$ cat config.mk
export PLATFORM = sky130hd
export DESIGN_NAME = mem_port_arbiter
export DESIGN_NICKNAME = d
export VERILOG_FILES = /design/src/rtl/mem_arb_pkg.sv /design/src/rtl/mem_port_arbiter_rr_pick2.sv /design/src/rtl/mem_port_arbiter.sv
export SDC_FILE = /design/constraint.sdc
export NUM_CORES = 1
export LEC_CHECK = 0
export CAP_MARGIN = 20
export CELL_PAD_IN_SITES_DETAIL_PLACEMENT = 2
export CELL_PAD_IN_SITES_GLOBAL_PLACEMENT = 2
export CORE_UTILIZATION = 25
export DETAILED_ROUTE_END_ITERATION = 6
export GPL_ROUTABILITY_DRIVEN = 0
export GPL_TIMING_DRIVEN = 0
export PLACE_DENSITY = 0.84
export SYNTH_ARGS = -nofsm -noshare
export SYNTH_HDL_FRONTEND = slang
export SYNTH_HIERARCHICAL = 1
export SYNTH_SLANG_ARGS = --single-unit
$ cat constraint.sdc
create_clock -name clk -period 2 [get_ports clk]
set_input_delay 0.2 -clock clk [delete_from_list [all_inputs] [get_ports clk]]
set_output_delay 0.2 -clock clk [all_outputs]
set_load 0.02 [all_outputs]
$ cat src/rtl/mem_arb_pkg.sv
// mem_arb_pkg: shared types and constants for the memory port arbiter
package mem_arb_pkg;
  typedef enum logic [1:0] {
    IDLE   = 2'b00,
    ACCESS = 2'b01,
    WAIT   = 2'b10,
    DONE   = 2'b11
  } state_t;
  localparam logic REQ_CORE = 1'b0;
  localparam logic REQ_LOAD = 1'b1;
  localparam int WSTRB_W = 4;
endpackage

$ cat src/rtl/mem_port_arbiter_rr_pick2.sv
// rr_pick2: two-way round-robin selector, a tie goes to the requester that was not granted last
module rr_pick2
  import mem_arb_pkg::*;
(
  input  logic [1:0] req,
  input  logic       last,
  output logic       valid,
  output logic       winner
);
  assign valid  = |req;
  assign winner = (&req) ? ~last : req[REQ_LOAD];
endmodule

$ cat src/rtl/mem_port_arbiter.sv
// mem_port_arbiter: shares one fixed-latency memory port between the core and the loader, one transaction at a time
module mem_port_arbiter
  import mem_arb_pkg::*;
#(
  parameter int ADDR_W      = 32,
  parameter int MEM_BYTES   = 4096,
  parameter int MEM_LATENCY = 1
) (
  input  logic               clk,
  input  logic               resetn,
  input  logic               r0_req,
  input  logic               r0_we,
  input  logic [ADDR_W-1:0]  r0_addr,
  input  logic [31:0]        r0_wdata,
  input  logic [WSTRB_W-1:0] r0_wstrb,
  output logic               r0_gnt,
  output logic               r0_done,
  output logic               r0_err,
  output logic [31:0]        r0_rdata,
  input  logic               r1_req,
  input  logic               r1_we,
  input  logic [ADDR_W-1:0]  r1_addr,
  input  logic [31:0]        r1_wdata,
  input  logic [WSTRB_W-1:0] r1_wstrb,
  output logic               r1_gnt,
  output logic               r1_done,
  output logic               r1_err,
  output logic [31:0]        r1_rdata,
  output logic               mem_en,
  output logic               mem_we,
  output logic [ADDR_W-1:0]  mem_addr,
  output logic [31:0]        mem_wdata,
  output logic [WSTRB_W-1:0] mem_wstrb,
  input  logic [31:0]        mem_rdata,
  output logic               busy
);
  localparam logic [3:0] CNT_LOAD = 4'(MEM_LATENCY - 1);
  state_t state, state_nx;
  logic last_grant, sel, we_q, pick_valid, pick_winner, addr_ok, acc, fin;
  logic [ADDR_W-1:0] addr_q;
  logic [31:0] wdata_q, rd_show;
  logic [WSTRB_W-1:0] wstrb_q;
  logic [3:0] cnt;
  logic [1:0][31:0] rd_q;
  logic [1:0] er_q;
  rr_pick2 u_pick (
    .req    ({r1_req, r0_req}),
    .last   (last_grant),
    .valid  (pick_valid),
    .winner (pick_winner)
  );
  assign addr_ok = (addr_q < ADDR_W'(MEM_BYTES)) && (addr_q[1:0] == 2'b00);
  assign acc     = state == ACCESS;
  assign fin     = state == DONE;
  // mem_rdata is valid in the DONE cycle itself, so show it directly and keep a copy afterwards
  assign rd_show = (addr_ok && !we_q) ? mem_rdata : '0;
  always_comb begin
    state_nx = state;
    case (state)
      IDLE:    state_nx = pick_valid ? ACCESS : IDLE;
      ACCESS:  state_nx = (addr_ok && MEM_LATENCY > 1) ? WAIT : DONE;
      WAIT:    state_nx = (cnt == 4'd1) ? DONE : WAIT;
      default: state_nx = IDLE;
    endcase
  end
  always_ff @(posedge clk) begin
    if (!resetn) begin
      state      <= IDLE;
      last_grant <= REQ_LOAD;
      sel        <= REQ_CORE;
      we_q       <= 1'b0;
      addr_q     <= '0;
      wdata_q    <= '0;
      wstrb_q    <= '0;
      cnt        <= '0;
      rd_q       <= '0;
      er_q       <= '0;
    end else begin
      state <= state_nx;
      if (state == IDLE && pick_valid) begin
        sel        <= pick_winner;
        last_grant <= pick_winner;
        we_q       <= pick_winner ? r1_we : r0_we;
        addr_q     <= pick_winner ? r1_addr : r0_addr;
        wdata_q    <= pick_winner ? r1_wdata : r0_wdata;
        wstrb_q    <= pick_winner ? r1_wstrb : r0_wstrb;
      end
      cnt <= acc ? CNT_LOAD : (state == WAIT) ? cnt - 4'd1 : cnt;
      if (fin) begin
        rd_q[sel] <= rd_show;
        er_q[sel] <= !addr_ok;
      end
    end
  end
  assign busy      = state != IDLE;
  assign mem_en    = acc && addr_ok;
  assign mem_we    = mem_en && we_q;
  assign mem_addr  = mem_en ? addr_q : '0;
  assign mem_wdata = mem_en ? wdata_q : '0;
  assign mem_wstrb = mem_en ? wstrb_q : '0;
  assign r0_gnt    = acc && sel == REQ_CORE;
  assign r1_gnt    = acc && sel == REQ_LOAD;
  assign r0_done   = fin && sel == REQ_CORE;
  assign r1_done   = fin && sel == REQ_LOAD;
  assign r0_err    = r0_done ? !addr_ok : er_q[0];
  assign r1_err    = r1_done ? !addr_ok : er_q[1];
  assign r0_rdata  = r0_done ? rd_show : rd_q[0];
  assign r1_rdata  = r1_done ? rd_show : rd_q[1];
endmodule

# After elaboration in Yosys (flattened, before gate mapping)

Cells that the tools add are included.
W data, S select, Z words.

Input bits: 174
Output and inout bits: 141
Register bits: 143
Logic and storage cells: 62

Equal/unequal tests: 4
Bitwise gates (word level): 3
Magnitude comparators: 3
Add/sub/neg operators: 1
Reductions and logical operators: 18
Multiplexer cells: 22

Operator list:

| kind                   | number |
|---|---|
| $mux W32               | 8 |
| $bwmux W64             | 1 |
| $demux W32 S1          | 1 |
| $lt A32 B13 Y1 const B | 1 |
| $logic_and A1 B1 Y1    | 10 |
| $mux W4                | 2 |
| $mux W1                | 7 |
| $pmux W2 S3            | 1 |
| $eq A2 B2 Y1 const B   | 2 |
| $eq A4 B1 Y1 const B   | 1 |
| $logic_not A2 Y1       | 2 |
| $reduce_or A2 Y1       | 2 |
| $sub A4 B1 Y4 const B  | 1 |
| $not A1 Y1             | 3 |
| $bwmux W2              | 1 |
| $eq A2 B1 Y1 const B   | 1 |
| $logic_not A1 Y1       | 2 |
| $lt A1 B2 Y1 const B   | 1 |
| $reduce_and A2 Y1      | 1 |
| $reduce_bool A2 Y1     | 1 |
| $demux W1 S1           | 1 |
| $ge A1 B1 Y1 const B   | 1 |

# Depth between registers and ports, before layout

Gate-level depths: netlist of run 1.

Depth after elaboration: 5
Mapped depth: 8
Gate-level depth less buffers: 6

# Hierarchy

The synthesis of run 1 kept the hierarchy.

Modules (own cells, without submodules):

| module           | times used | area an instance (um^2) | sequential area each (um^2) | cells an instance |
|---|---|---|---|---|
| mem_port_arbiter | 1          | 7773.7                  | 2862.7                      | 819 |
| rr_pick2         | 1          | 13.8                    | 0.0                         | 2 |

# Worst setup path before layout of run 1

No wires, ideal clock.

Kind: register to register
Start: register addr_q[23]
End: register rd_q[28] (netlist bit)
Path buffers: 0
Stages on the path, launching flop included: 5
Arrival: 1.860 ns
Slack: 0.079 ns
Library setup time: 0.062 ns
Clock period less this slack: 1.921 ns
Path through: dfxtp_1 -> nor4_4 -> nand4b_1 -> o31ai_1 -> and2_1

Cells in the longest elaborated chain, start to end: 5

Ends and longest elaborated chain:

| item                          | RTL line               | RTL |
|---|---|---|
| start, declared               | mem_port_arbiter.sv:40 | `logic [ADDR_W-1:0] addr_q;` |
| start signal, assigned        | mem_port_arbiter.sv:84 | `addr_q <= pick_winner ? r1_addr : r0_addr;` |
| $lt A32 B13 Y1                | mem_port_arbiter.sv:52 | `assign addr_ok = (addr_q < ADDR_W'(MEM_BYTES)) && (addr_q[1:0] == 2'b00);` |
| $logic_and A1 B1 Y1           | mem_port_arbiter.sv:52 |  |
| $logic_and A1 B1 Y1           | mem_port_arbiter.sv:56 | `assign rd_show = (addr_ok && !we_q) ? mem_rdata : '0;` |
| $mux W32                      | mem_port_arbiter.sv:56 |  |
| $bwmux W64                    | mem_port_arbiter.sv:90 | `rd_q[sel] <= rd_show;` |
| end signal, assigned by index | mem_port_arbiter.sv:90 |  |
| end, declared                 | mem_port_arbiter.sv:44 | `logic [1:0][31:0] rd_q;` |

Every way passes these cells.
A chain may end at the register's enable or synchronous reset.

# Worst setup path in the final report of run 1

Start: register addr_q[26]
End: output port mem_wdata[0]

Cells in the longest elaborated chain, start to end: 4

Ends and longest elaborated chain:

| item                | RTL line               | RTL |
|---|---|---|
| $lt A32 B13 Y1      | mem_port_arbiter.sv:52 |  |
| $logic_and A1 B1 Y1 | mem_port_arbiter.sv:52 |  |
| $logic_and A1 B1 Y1 | mem_port_arbiter.sv:96 | `assign mem_en = acc && addr_ok;` |
| $mux W32            | mem_port_arbiter.sv:99 | `assign mem_wdata = mem_en ? wdata_q : '0;` |
| end, declared       | mem_port_arbiter.sv:32 | `output logic [31:0] mem_wdata,` |

Every way passes these cells.

==> out/metrics.cfg, run 1 <==
[placement]
port-buffer-count = 291
post_place_cells = 1529
post-dp-hpwl_um = 24360
place_worst_setup_slack_ns = -0.9762

[synthesis]
synth-edff-count = 0
yosys_warnings = 6
synth_cell_type_count = 37
synth_area_per_cell_um2 = 9.485
async_reset_ff_share_pct = 0
post_synth_instance_area_um2 = 7787
yosys_most_used_dff = sky130_fd_sc_hd__dfxtp_1
syn_inst = 821
ys_seq_area_share_pct = 36.76
synth_seq_cells = 143

[routing]
finalWirelength_um = 36270
drtAntennaViolNets = 0
drt-initial-drc-count = 265
dr_drc_count = 0
route.detailed.vias_per_inst = 4.918
routed-via-count = 7868
wire_per_inst_um = 22.67
detailedRoute.firstPassIterationCount = 4

[power]
power_density_over_cell_area_nw_per_um2 = 1003
ir_drop_uv = 583.5
total_power_of_the_final_layout_mw = 13.59
static-leakage-power_nw = 5.854

[clocking]
clock_tree.htree_level_count = 4
clk_latency_ns = 0.43
cts_tree = done
clockBufferDepth = 2
cts_hold_repair.buffers = 0
cts-root-buf = sky130_fd_sc_hd__clkbuf_16
cts-buffers-inserted = 17
clkSinkCount = 143
clk_pin_slew_worst_paths_ns = 0.08

[sta]
fin_worst_skew_ns = 0.02253
worst_slew_margin_rel_pct = 49.11
final.period_utilization_pct = 124.4
rsz0062_at_grt = yes
timing.final.crit_period_ns = 2.489
achievable-frequency_ghz = 0.4018
least_margin_pin_slew_ns = 0.7634
timing.final.setup_violations = 114
timing.final.ws_setup_ns = -0.4889
timing.final.hold_violations = 0
timing.final.max_slew_violations = 0

[worst_setup_path]
timing.critical_path.slowest_cell_delay_ns = 0.57
criticalPathCategory = flop to output port
ordered_list_of_cells_on_the_worst_path = or4_4 -> nor4_4 -> buf_4 -> buf_12 -> clkbuf_16 -> and2_4 -> buf_6
worst-endpoint-required_ns = 1.80
cp_num_buf_inv = 4
critical_path_peak_fanout = 5
slowest_stage = sky130_fd_sc_hd__or4_4
cp-end-kind = output port
critical_path.top_delay_family = simple AND/OR/NAND/NOR gates
crit_path_start_kind = flop
timing.critical_path.arrival_ns = 2.29

[global_route]
grt_use_met2_pct = 40.97
globalRoute.busiestLayer = met2
grt.overflow.total = 0
globalRouteMet3Util_pct = 6.309
number_of_antenna_violations_at_the_first_check_in_global_routing = 0
maximum_number_of_pins_on_one_net_before_global_route_repair = 17
first_global_vias = 8651
grt_pass1_wl_um = 52540
grt_util_met1_pct = 24.26
grt_util_all_layers_pct = 22.04

[layout]
fraction_of_final_layout_cells_sized_beyond_drive_strength_1_pct = 32.89
nets = 1372
final_common_cell = sky130_fd_sc_hd__clkdlybuf4s50_1
areaGrowthSynthToFinish_pct = 73.91
antenna_cells = 0
final_util_pct = 44.27
stdcell_count = 1600
final_cell_mix = sky130_fd_sc_hd__clkdlybuf4s50_1, sky130_fd_sc_hd__nand2_1, sky130_fd_sc_hd__dfxtp_1

[floorplanning]
floorplan.die.width_um = 178.5
floorplan.io_pins = 315
core_region_area_um2 = 30590
chipHeight_um = 178.5
rows = 64
initial_util_pct = 25.46
die-area_um2 = 31860

[run]
cap_violations = 0

[hold_path]
hp-class = input port to flop

[status]
status = finished, violations left
violations = negative setup slack

[timing repair]
action	4_1_cts	5_1_grt
endpoints found under the setup margin	252	175
resized for setup	792	155
buffers inserted	20	11
endpoints found under the hold margin	0	0
pin swaps	42	37
cloned	9	2
[routing by layer]
| layer | share of wire (%) | vias up | wire length, um |
|---|---|---|---|
| met2 | 53 | 286 | 19280 |
| li1 | - | 3624 | - |
| met1 | 39 | 3919 | 14080 |
| met5 | 0 | - | 0 |
| met4 | 1.5 | 0 | 561 |
| met3 | 6.5 | 39 | 2344 |
[report_power, final]
part / total [mW] / leakage, nW / switching, mW / internal [mW]
logic: 6.30 / 4.39 / 3.54 / 2.76
clock network: 3.38 / 0.290 / 1.60 / 1.79
registers: 3.90 / 1.17 / 0.448 / 3.45
[final cells by class]
cell class / count / area (um^2)
Buffer: 105 / 847.1
Sequential cell: 143 / 2879
Multi-Input combinational cell: 585 / 5142
Fill cell: 3186 / 17050
Inverter: 8 / 37.54
Clock buffer: 17 / 425.4
Timing Repair Buffer: 331 / 3551
Clock inverter: 15 / 165.2
Tap cell: 396 / 495.5
[synthesized netlist by cell type (2+ instances only)]
master,number,area [um^2]
sky130_fd_sc_hd__o31ai_2,60,750.7
sky130_fd_sc_hd__buf_2,18,90.09
sky130_fd_sc_hd__and2_1,113,706.9
sky130_fd_sc_hd__nor4_1,4,25.02
sky130_fd_sc_hd__buf_6,6,67.56
sky130_fd_sc_hd__nor4_4,2,42.54
sky130_fd_sc_hd__nand2_1,141,529.3
sky130_fd_sc_hd__o31ai_1,4,30.03
sky130_fd_sc_hd__o211a_1,69,690.7
sky130_fd_sc_hd__nor2_1,10,37.54
sky130_fd_sc_hd__mux2i_1,69,690.7
sky130_fd_sc_hd__nor4_2,2,25.02
sky130_fd_sc_hd__inv_1,6,22.52
sky130_fd_sc_hd__ha_1,7,87.58
sky130_fd_sc_hd__xnor2_1,2,17.52
sky130_fd_sc_hd__dfxtp_1,143,2863
sky130_fd_sc_hd__nand4b_1,64,560.5
sky130_fd_sc_hd__clkbuf_1,53,198.9
sky130_fd_sc_hd__nor3b_1,3,22.52
sky130_fd_sc_hd__buf_4,28,210.2
[stage by stage]
| step | instance area (um^2) | TNS, ns | hold slack, ns |
|---|---|---|---|
| after floorplan | 7866 | 0 | 0.4403 |
| after global placement | 11270 | -120.31 | 0.4712 |
| after detailed placement | 11270 | -125.03 | 0.4792 |
| after CTS | 12910 | -48.26 | 0.1874 |
| after global routing | 13540 | -51.19 | 0.2226 |
| final | 13540 | -43.91 | 0.2086 |
[path summary, 6_finish.rpt]
check,endpoint,depth (start not counted),from,slack [ns]
max,mem_wdata[0],7,addr_q[26],-0.49
min,rd_q[46],2,resetn,0.21
max reg2reg,rd_q[41],9,addr_q[0],0.08
min reg2reg,last_grant,2,last_grant,0.49
[flip-flops by register name, summed over array words and instances, names as in the netlist]
| register | flops |
|---|---|
| wstrb_q | 4 |
| addr_q | 32 |
| er_q | 2 |
| wdata_q | 32 |
| we_q | 1 |
| rd_q | 64 |
| last_grant | 1 |
| state | 2 |
| sel | 1 |
| cnt | 4 |
[cells by family (layout without fill, tap and decap cells)]
family / Yosys count / in the layout / synth area share [%]
other cells: 1 / 22 / 0.04815
buf+inv: 114 / 476 / 7.728
xor+xnor: 3 / 3 / 0.3375
fa+ha+maj: 7 / 7 / 1.125
mux: 69 / 69 / 8.869
compound gates: 136 / 136 / 19.18
flops: 143 / 143 / 36.76
simple gates: 348 / 348 / 25.95
Note: power is estimated with default switching activity, not from simulation.
==> inputs of run 2 (changes only) <==
Settings changed: CAP_MARGIN 20 to 30.
==> run 2 against run 1 <==
Effect of this change: the run still ends with negative setup slack left; register-to-register slack lost 0.11 ns; clock skew barely moved; utilization grew 0.12 points; cell area up 0.28%; clock power hardly changed; setup slack got worse by 0.028 ns; wire length grew 2.8%; final cell count is 0.81% higher; critical path type unchanged; critical endpoint is now mem_wdata[15]; largest cell class unchanged; highest routed layer unchanged.
==> out/metrics.cfg, run 2 (synthesis results as in run 1) <==
[worst_setup_path]
worst-endpoint-required_ns = 1.80
timing.critical_path.arrival_ns = 2.32
cp-end-kind = output port
critical_path_peak_fanout = 7
criticalPathCategory = flop to output port
worst-r2r-setup-slack_ns = -0.03
worstReg2RegEnd = rd_q[26]
rr_startpoint = addr_q[23]
crit_path_start_kind = flop
ff2ff_path_depth = 9

[sta]
worst_slew_margin_rel_pct = 43.63
timing.final.setup_violations = 117
final.period_utilization_pct = 125.9
timing.final.max_slew_violations = 0
rsz0062_at_grt = yes
timing.final.ws_setup_ns = -0.5172
hold_ws_ns = 0.1873
timing.final.hold_violations = 0
fin_worst_skew_ns = 0.02224
least_margin_pin_slew_ns = 0.8455
achievable-frequency_ghz = 0.3973
setup_tns_ns = -46.15
timing.final.crit_period_ns = 2.517

[layout]
nets = 1385
final_util_pct = 44.40
largest_registers = rd_q (64), addr_q (32), wdata_q (32)
antenna_cells = 0
final_common_cell = sky130_fd_sc_hd__clkdlybuf4s50_1
top_register = rd_q
multi_input_gate_area_in_the_final_layout_um2 = 5140
final_cell_mix = sky130_fd_sc_hd__clkdlybuf4s50_1, sky130_fd_sc_hd__nand2_1, sky130_fd_sc_hd__dfxtp_1
register_area_um2 = 2882
areaGrowthSynthToFinish_pct = 74.39
fraction_of_final_layout_cells_sized_beyond_drive_strength_1_pct = 33.36
layout.filler_cells = 3176
largest_register_ffs = 64
stdcell_count = 1613
stdcell_area_um2 = 13580

[routing]
detailedRoute.firstPassIterationCount = 4
dr_drc_count = 0
drt-initial-drc-count = 314
wire_per_inst_um = 23.12
drtAntennaViolNets = 0
route.detailed.vias_per_inst = 4.859
routed-via-count = 7837
finalWirelength_um = 37290

[floorplanning]
floorplan.io_pins = 315
floorplan.die.width_um = 178.5
chipHeight_um = 178.5
rows = 64
initial_util_pct = 25.46
die-area_um2 = 31860
core_region_area_um2 = 30590

[status]
status = finished, violations left
violations = negative setup slack

[global_route]
grt_util_all_layers_pct = 21.17
number_of_antenna_violations_at_the_first_check_in_global_routing = 0
grt_pass1_wl_um = 50740
first_global_vias = 8514
maximum_number_of_pins_on_one_net_before_global_route_repair = 17
grt.overflow.total = 0

[hold_path]
worstHoldEndpoint = rd_q[44]
hp-class = input port to flop
worstHoldPathCells = 2
hp-start = resetn

[clocking]
cts_hold_repair.buffers = 0
cts-buffers-inserted = 17
cts_tree = done
clk_latency_ns = 0.45
cts-root-buf = sky130_fd_sc_hd__clkbuf_16
clock_tree.htree_level_count = 4
clk_pin_slew_worst_paths_ns = 0.08
clkSinkCount = 143
clockBufferDepth = 2

[power]
ir_drop_uv = 672.2
power_density_over_cell_area_nw_per_um2 = 1021
total_power_of_the_final_layout_mw = 13.86
static-leakage-power_nw = 5.914

[placement]
post-dp-hpwl_um = 24370
placed_cell_area_um2 = 11290
port-buffer-count = 291
place_worst_setup_slack_ns = -0.8471
post_place_cells = 1530

[run]
cap_violations = 0

-- run 2: cell count changes in the layout (fill, tap and decap cells not counted), sizes merged --
cell / delta
buf: +18
clkbuf: -3
clkdlybuf4s15: -3
dlygate4sd2: +1
-- run 2: worst max-delay path by stage --
stage | start | endpoint
2_1_floorplan | addr_q[23] | rd_q[28]
3_3_place_gp | r1_req | addr_q[27]
3_5_place_dp | addr_q[23] | mem_wdata[0]
4_1_cts | addr_q[18] | r1_rdata[21]
5_1_grt | addr_q[26] | mem_wdata[15]
6_report | addr_q[26] | mem_wdata[15]
-- run 2: area by class of cell --
type	count	share of cell area, %
plain buffers	105	6.108
well taps	396	3.648
inverters	8	0.2948
clock inverters	15	1.216
flip-flops and latches	143	21.22
repair buffers	344	26.53
multi-input cells	585	37.85
clock buffers	17	3.132
-- run 2: worst max-delay path, cell delays in order (launching register included) --
cell and delay (ns):
sky130_fd_sc_hd__dfxtp_4 0.34, sky130_fd_sc_hd__or4_4 0.58, sky130_fd_sc_hd__nor4_4 0.28, sky130_fd_sc_hd__buf_6 0.17
sky130_fd_sc_hd__buf_8 0.14, sky130_fd_sc_hd__buf_6 0.13, sky130_fd_sc_hd__and2_4 0.14, sky130_fd_sc_hd__buf_6 0.11
-- run 2: timing repair --
action	in CTS	in global routing
endpoints found under the setup margin	249	161
cloned	7	3
gates resized for setup	757	189
buffers inserted	19	26
pin swaps	43	34
-- run 2: power by group --
part	switching, mW	internal (mW)
registers	0.435	3.45
logic	3.60	2.96
clock network	1.63	1.79
total	5.67	8.20
-- run 2: routing by layer --
| metal | vias up | track usage [%] | wire (um) |
|---|---|---|---|
| met4 | 0 | 4.944 | 712 |
| met5 | - | 0 | 0 |
| met1 | 3882 | 23.94 | 14220 |
| met3 | 46 | 5.776 | 2430 |
| met2 | 276 | 38.97 | 19930 |
| li1 | 3633 | - | - |
==> inputs of run 3 (changes only) <==
Settings changed: CTS_CLUSTER_DIAMETER from default to 150, SETUP_SLACK_MARGIN from default to 0.2.
==> run 3 against run 2 <==
Effect of this change: the run still ends with negative setup slack left; register-to-register slack worse by 0.03 ns; sequential cell count is the same; wire length fell by 1.4%; via count grew 1.8%; count of clock-buffer cells in the layout unchanged; die area did not move; critical path depth grew 1; sequential power is essentially flat; largest cell class unchanged.
==> out/metrics.cfg, run 3 (synthesis results as in run 1) <==
[run]
cap_violations = 0

[floorplanning]
die-area_um2 = 31860
chipHeight_um = 178.5
core_region_area_um2 = 30590
floorplan.io_pins = 315
initial_util_pct = 25.46
floorplan.die.width_um = 178.5
rows = 64

[layout]
final_cell_mix = sky130_fd_sc_hd__clkdlybuf4s50_1, sky130_fd_sc_hd__nand2_1, sky130_fd_sc_hd__dfxtp_1
areaGrowthSynthToFinish_pct = 82.04
final_util_pct = 46.34
largest_registers = rd_q (64), addr_q (32), wdata_q (32)
fraction_of_final_layout_cells_sized_beyond_drive_strength_1_pct = 36.92
top_register = rd_q
nets = 1403
final_common_cell = sky130_fd_sc_hd__clkdlybuf4s50_1
largest_register_ffs = 64

[sta]
timing.final.ws_setup_ns = -0.5343
worst_slew_margin_rel_pct = 43.41
timing.final.hold_violations = 0
fin_worst_skew_ns = 0.01470
final.period_utilization_pct = 126.7
achievable-frequency_ghz = 0.3946
timing.final.setup_violations = 117
hold_ws_ns = 0.2175
timing.final.max_slew_violations = 0
least_margin_pin_slew_ns = 0.8489
timing.final.crit_period_ns = 2.534
rsz0062_at_grt = yes

[clocking]
clkSinkCount = 143
clk_latency_ns = 0.43
cts-root-buf = sky130_fd_sc_hd__clkbuf_16
clk_pin_slew_worst_paths_ns = 0.07
cts-buffers-inserted = 17
clockBufferDepth = 2
cts_hold_repair.buffers = 0
clock_tree.htree_level_count = 4
cts_tree = done

[routing]
finalWirelength_um = 36780
drt-initial-drc-count = 363
detailedRoute.firstPassIterationCount = 4
route.detailed.vias_per_inst = 4.888
met1Wirelength_um = 13760
dr_drc_count = 0
route.met3.wl_um = 2472
drtAntennaViolNets = 0
wire_per_inst_um = 22.54
topRoutingLayerUsed = met4
routed-via-count = 7978
dr_wl_met2_um = 19930

[worst_setup_path]
slowest_stage = sky130_fd_sc_hd__dfxtp_2
timing.critical_path.arrival_ns = 2.33
ordered_list_of_cells_on_the_worst_path = buf_6 -> nor4_4 -> buf_12 -> buf_12 -> buf_8 -> nand4b_1 -> o31ai_4 -> buf_6
timing.critical_path.slowest_cell_delay_ns = 0.33
worst-r2r-setup-slack_ns = -0.06
critical_path_peak_fanout = 5
criticalPathCategory = flop to output port
ff2ff_path_depth = 10
worst-endpoint-required_ns = 1.80
cp-end-kind = output port
crit_path_start_kind = flop

[status]
violations = negative setup slack
status = finished, violations left

[power]
static-leakage-power_nw = 6.166
ir_drop_uv = 642.7
power_density_over_cell_area_nw_per_um2 = 1024

[global_route]
grt_util_all_layers_pct = 22.32
number_of_antenna_violations_at_the_first_check_in_global_routing = 0
grt_pass1_wl_um = 53530
maximum_number_of_pins_on_one_net_before_global_route_repair = 17
grt.overflow.total = 0
first_global_vias = 8935

[placement]
place_worst_setup_slack_ns = -0.8955
port-buffer-count = 291
post-dp-hpwl_um = 23870

[hold_path]
hp-class = input port to flop
worstHoldPathCells = 2

run 3: routing by layer:
metal,vias to the layer above,global-route usage (%)
li1,3690,-
met1,3980,24.37
met2,273,41.70
met3,35,6.714
met4,0,5.155
met5,-,0
run 3: worst max-delay path: cells and delay by family (launching register included):
family                 cells  cell delay, ns
AND/OR/NAND/NOR            2            0.56
buffers and inverters      5            0.71
AO/OA/AOI/OAI              1            0.31
flip-flops                 1            0.33
run 3: through the flow:
stage          std cells  power, mW  TNS, ns  area [um^2]
3_3_place_gp        1529      8.236  -112.35        11490
5_1_grt             1631      15.19   -57.38        14170
2_1_floorplan        842      6.742        0         8079
4_1_cts             1606      13.74   -45.06        13660
6_report            1632      14.52   -47.01        14180
3_5_place_dp        1529      8.428  -118.83        11490
run 3: repair_timing:
action,4_1_cts,5_1_grt
setup endpoints to repair,256,241
gates cloned,9,6
setup buffers,36,19
gates resized for setup,954,69
pin swaps,58,35
run 3: worst paths after layout:
path                    from           end
hold / removal        resetn      rd_q[47]
setup / recovery  addr_q[24]  r0_rdata[15]
hold reg to reg   wstrb_q[0]    wstrb_q[0]
setup reg to reg  addr_q[24]      rd_q[41]
run 3: layout make-up:
type / instances / area (um^2)
diodes: 1 / 2.502
flip-flops and latches: 143 / 2883
repair buffers: 361 / 3999
plain buffers: 106 / 993.5
clock inverters: 15 / 125.1
fillers: 3087 / 16410
clock buffers: 17 / 425.4
multi-input cells: 585 / 5210
well taps: 396 / 495.5
inverters: 8 / 42.54
run 3: where the power goes:
part / total (mW) / switching [mW] / internal [mW]
Combinational: 7.45 / 3.82 / 3.63
Sequential: 3.91 / 0.458 / 3.46
Clock: 3.15 / 1.52 / 1.63
Total: 14.5 / 5.80 / 8.72
==> variant 1, RTL diff (settings of run 1) <==
Encoding of `state_t`: now one-hot (4 bits for 4 states).
--- a/src/rtl/mem_arb_pkg.sv
+++ b/src/rtl/mem_arb_pkg.sv
@@ -1,9 +1,9 @@
 // mem_arb_pkg: shared types and constants for the memory port arbiter
 package mem_arb_pkg;
-  typedef enum logic [1:0] {
-    IDLE   = 2'b00,
-    ACCESS = 2'b01,
-    WAIT   = 2'b10,
-    DONE   = 2'b11
+  typedef enum logic [3:0] {
+    IDLE   = 4'b0001,
+    ACCESS = 4'b0010,
+    WAIT   = 4'b0100,
+    DONE   = 4'b1000
   } state_t;
   localparam logic REQ_CORE = 1'b0;
Function: no difference found for any inputs over 4 cycles, from zero or initial values and one cycle with resetn low; so few cycles prove little.
==> variant 1 against run 1 <==
Critical path type unchanged; fmax is 3.0% lower; wire length is 65% higher; combinational power is 49% lower; non-clock buffer count is 82 higher; the flow still finishes with violations (setup timing); sequential cell count is 2 higher; final area is 21% higher; worst setup slack worse by 0.076 ns; critical endpoint is now r1_rdata[11]; synthesized area is 13% higher; sequential share of layout area is 3.4 points lower; total power is 27% lower.
==> variant 1: results <==
metrics = {
    "status": {
        "outcome": "complete, but fails checks",
        "violations": "setup timing",
    },
    "setup_path": {
        "crit_path_max_fanout": 10,
        "worstSetupEndpoint": "r1_rdata[11]",
        "reg2reg_slack_ns": -0.23,
        "timing.rr.end": "addr_q[0]",
        "startpoint": "addr_q[1]",
        "cpPeakStageDelay_ns": 0.36,
        "rr_worst_depth": 8,
    },
    "finish": {
        "multi_input_area_share": 0.4204,
        "seq_share": 0.1788,
        "drive_gt1_frac": 0.3984,
        "clock_cell_area_share": 0.03494,
        "fin_cells": 1926,
        "num-nonclk-buffers": 518,
    },
    "synth": {
        "synth_compound_area_frac": 0.3265,
        "synth.area.top_cells": "dfxtp_1, o31ai_1, mux2i_1",
        "synthMuxAreaShare": 0.07868,
        "synth-seq-area-share": 0.3307,
        "syn_inst": 1073,
    },
    "placed_design": {
        "placed_cells": 1840,
        "dp_hpwl_mm": 33.45,
        "place_ws_ns": -1.395,
    },
    "min_path": {
        "hold_start": "r0_wstrb[3]",
        "hold_path_end": "wstrb_q[3]",
        "min_path_cells": 3,
    },
    "timing": {
        "setup_viol": 153,
        "fin_ws_ns": -0.5647,
        "holdWs_ns": 0.4254,
    },
    "grt": {
        "grt_usage": 0.2668,
        "grt_pass1_wl_mm": 73.25,
        "gr-usage-met2": 0.4770,
        "met1_usage": 0.3089,
        "antenna_found_initial": 2,
    },
    "route": {
        "vias": 11440,
        "wl_per_cell_um": 31.11,
        "drtIter0Drc": 776,
    },
    "clock_network": {
        "cts_resized": 1064,
        "numClockSinks": 145,
    },
    "power_and_ir_drop": {
        "p_sw_uw": 3920,
        "p_leak_uw": 0.006019,
        "p_clk_uw": 3390,
        "ir_drop_mv": 0.6381,
        "power_density_nw_per_um2": 606.3,
    },
}
variant 1: cell types whose count changed after synthesis, sizes merged, moves of 62 or more:
| cell | delta |
|---|---|
| nand2 | -138 |
| and2 | -110 |
| a21oi | +77 |
| a211oi | +72 |
| o211a | -69 |
| nand4 | +67 |
| o21ai | +66 |
| o211ai | +65 |
| o31ai | +65 |
| nand4b | -64 |
| nand3 | +62 |
variant 1: through the flow:
| stage | area (µm²) | util | setup TNS (ns) |
|---|---|---|---|
| after floorplan | 8857 | - | -0.1568 |
| after global placement | 12340 | 0.3572 | -160.11 |
| after detailed placement | 12340 | 0.3572 | -167.64 |
| after CTS | 14500 | 0.4197 | -49.18 |
| after global routing | 16360 | 0.4737 | -52.67 |
| final | 16360 | 0.4737 | -47.58 |
variant 1: routing by layer:
metal  up-vias  wire length (µm)
met5         -                15
li1       4855                 -
met2       532             31290
met4         2              2353
met1      5895             22850
met3       154              3422
==> variant 2, RTL diff (config.mk and constraints of run 1) <==
Without the edit above. The parameter `ADDR_W` goes from 32 to 64.
--- a/src/rtl/mem_port_arbiter.sv
+++ b/src/rtl/mem_port_arbiter.sv
@@ -3,5 +3,5 @@
   import mem_arb_pkg::*;
 #(
-  parameter int ADDR_W      = 32,
+  parameter int ADDR_W      = 64,
   parameter int MEM_BYTES   = 4096,
   parameter int MEM_LATENCY = 1
Ports: changed (resized mem_addr, r0_addr and r1_addr); port bits go from 315 to 411. The function was not compared with the original's and may differ.
==> variant 2 against run 1 <==
The flow still finishes with violations (setup timing); wire length up 14%; synthesized area up 23%; clock skew down 0.0078 ns; final area up 18%; global-route usage down 1.7 points; first-iteration DRC count down 7.9%; utilization down 2.0 points; total power down 3.7%; worst setup slack worse by 0.25 ns; sequential cell count up 32; combinational power down 25%; sequential share of layout area up 0.75 points; critical path type unchanged; critical endpoint is now r1_rdata[1].
==> variant 2: results <==
metrics = {
    "placed_design": {
        "place_area_um2": 14460,
        "dp_hpwl_mm": 32.23,
        "portBuffers": 356,
    },
    "synth": {
        "ys_top_cells_by_count": "nand2_1, dfxtp_1, o211a_1, mux2i_1, o31ai_2",
        "synth-seq-area-share": 0.3654,
        "yosys_warnings": 6,
        "yosysTopAreaCell": "dfxtp_1",
        "synthArstFlopShare": 0,
        "synth.area.top_cells": "dfxtp_1, o211a_1, mux2i_1",
    },
    "setup_path": {
        "crit_path_max_fanout": 10,
        "worst_ep_arrival_time_ns": 2.54,
    },
    "grt": {
        "grt_pass1_vias": 10300,
        "antenna_found_initial": 0,
        "grt_pass1_wl_mm": 60.31,
        "grt_max_degree": 19,
        "grt_usage": 0.2029,
    },
    "finish": {
        "drive_gt1_frac": 0.2897,
        "fin_nets": 1723,
        "num_antenna_cells": 0,
        "top_regs": "addr_q x64, rd_q x64, wdata_q x32",
    },
    "route": {
        "drc": 0,
        "wl_per_cell_um": 20.66,
        "first_pass_iters": 6,
        "viasPerCell": 4.676,
        "drtIter0Drc": 244,
    },
    "timing": {
        "relSlewSlack": 0.4672,
        "fin_ws_ns": -0.7399,
        "setup_viol": 145,
        "skew_ns": 0.01474,
        "tns_ns": -77.38,
    },
    "min_path": {
        "min_path_type": "reg -> reg",
    },
    "status": {
        "violations": "setup timing",
        "outcome": "complete, but fails checks",
    },
    "power_and_ir_drop": {
        "p_leak_uw": 0.007184,
        "ir_drop_mv": 0.6180,
    },
    "clock_network": {
        "cts_buffers": 17,
    },
}
-- variant 2: cell types whose count changed in the layout (fill, tap and decap cells not counted), sizes merged, moves of 34 or more --
cell,before,now
and2,113,51
clkdlybuf4s50,172,237
nand2,141,237
nand2b,1,36
nand4b,64,0
o211a,69,103
o31ai,64,128
-- variant 2: metal layers --
layer,share of wire,global-route usage
met4,0.015,0.05024
met2,0.54,0.3852
met3,0.049,0.04241
met5,0,0
met1,0.40,0.2274
-- variant 2: per-stage QoR --
stage | instances | util | setup WS [ns]
final | 2002 | 0.4228 | -0.7399
after detailed placement | 1959 | 0.3839 | -1.438
after global routing | 2002 | 0.4228 | -0.8432
after global placement | 1957 | 0.3828 | -1.343
after floorplan | 1090 | - | -0.1391
after CTS | 1994 | 0.4010 | -0.8449
-- variant 2: cells by family after synthesis --
kind of cell,after synthesis,share of synthesized area
AO/OA/AOI/OAI,236,0.2524
XOR/XNOR,3,0.002741
adder cells (fa/ha/maj),7,0.009136
buffers and inverters,158,0.09136
flip-flops,175,0.3654
multiplexers,101,0.1055
other,1,0.0003912
AND/OR/NAND/NOR,356,0.1731
-- variant 2: worst paths after layout --
path                       to  depth (start not counted)  slack, ns       start
hold / removal       rd_q[40]                          2       0.46    rd_q[40]
hold reg to reg      rd_q[40]                          2       0.46    rd_q[40]
setup reg to reg      rd_q[1]                          7      -0.10  addr_q[30]
setup / recovery  r1_rdata[1]                          6      -0.74  addr_q[30]
-- variant 2: worst max-delay path, cell delays in order, from the launching register on --
cell	delay [ns]
dfxtp_2	0.33
or4_4	0.57
nor3_4	0.17
nand4_4	0.19
buf_4	0.24
o31ai_1	0.29
clkdlybuf4s15_2	0.31
-- variant 2: final cells by class --
cell class	instances	area [µm²]
multi-input combinational	757	6186
fill	4039	21740
sequential	175	3505
clock inverter	15	165.2
clock buffer	17	425.4
inverter	7	26.28
timing repair buffer	371	3920
tap	511	639.4
buffer	149	1060
-- variant 2: repair_timing --
action                                  4_1_cts  5_1_grt
endpoints found under the setup margin      289      286
pin swaps                                     5       32
resized for setup                           626      294
endpoints found under the hold margin         0        0
hold buffers                                  0        0
cloned                                        0        4
buffers inserted                              3        6
-- variant 2: report_power, final --
group / switching [µW] / internal [µW]
Sequential: 572 / 4310
Clock: 1680 / 1790
Combinational: 2790 / 1950
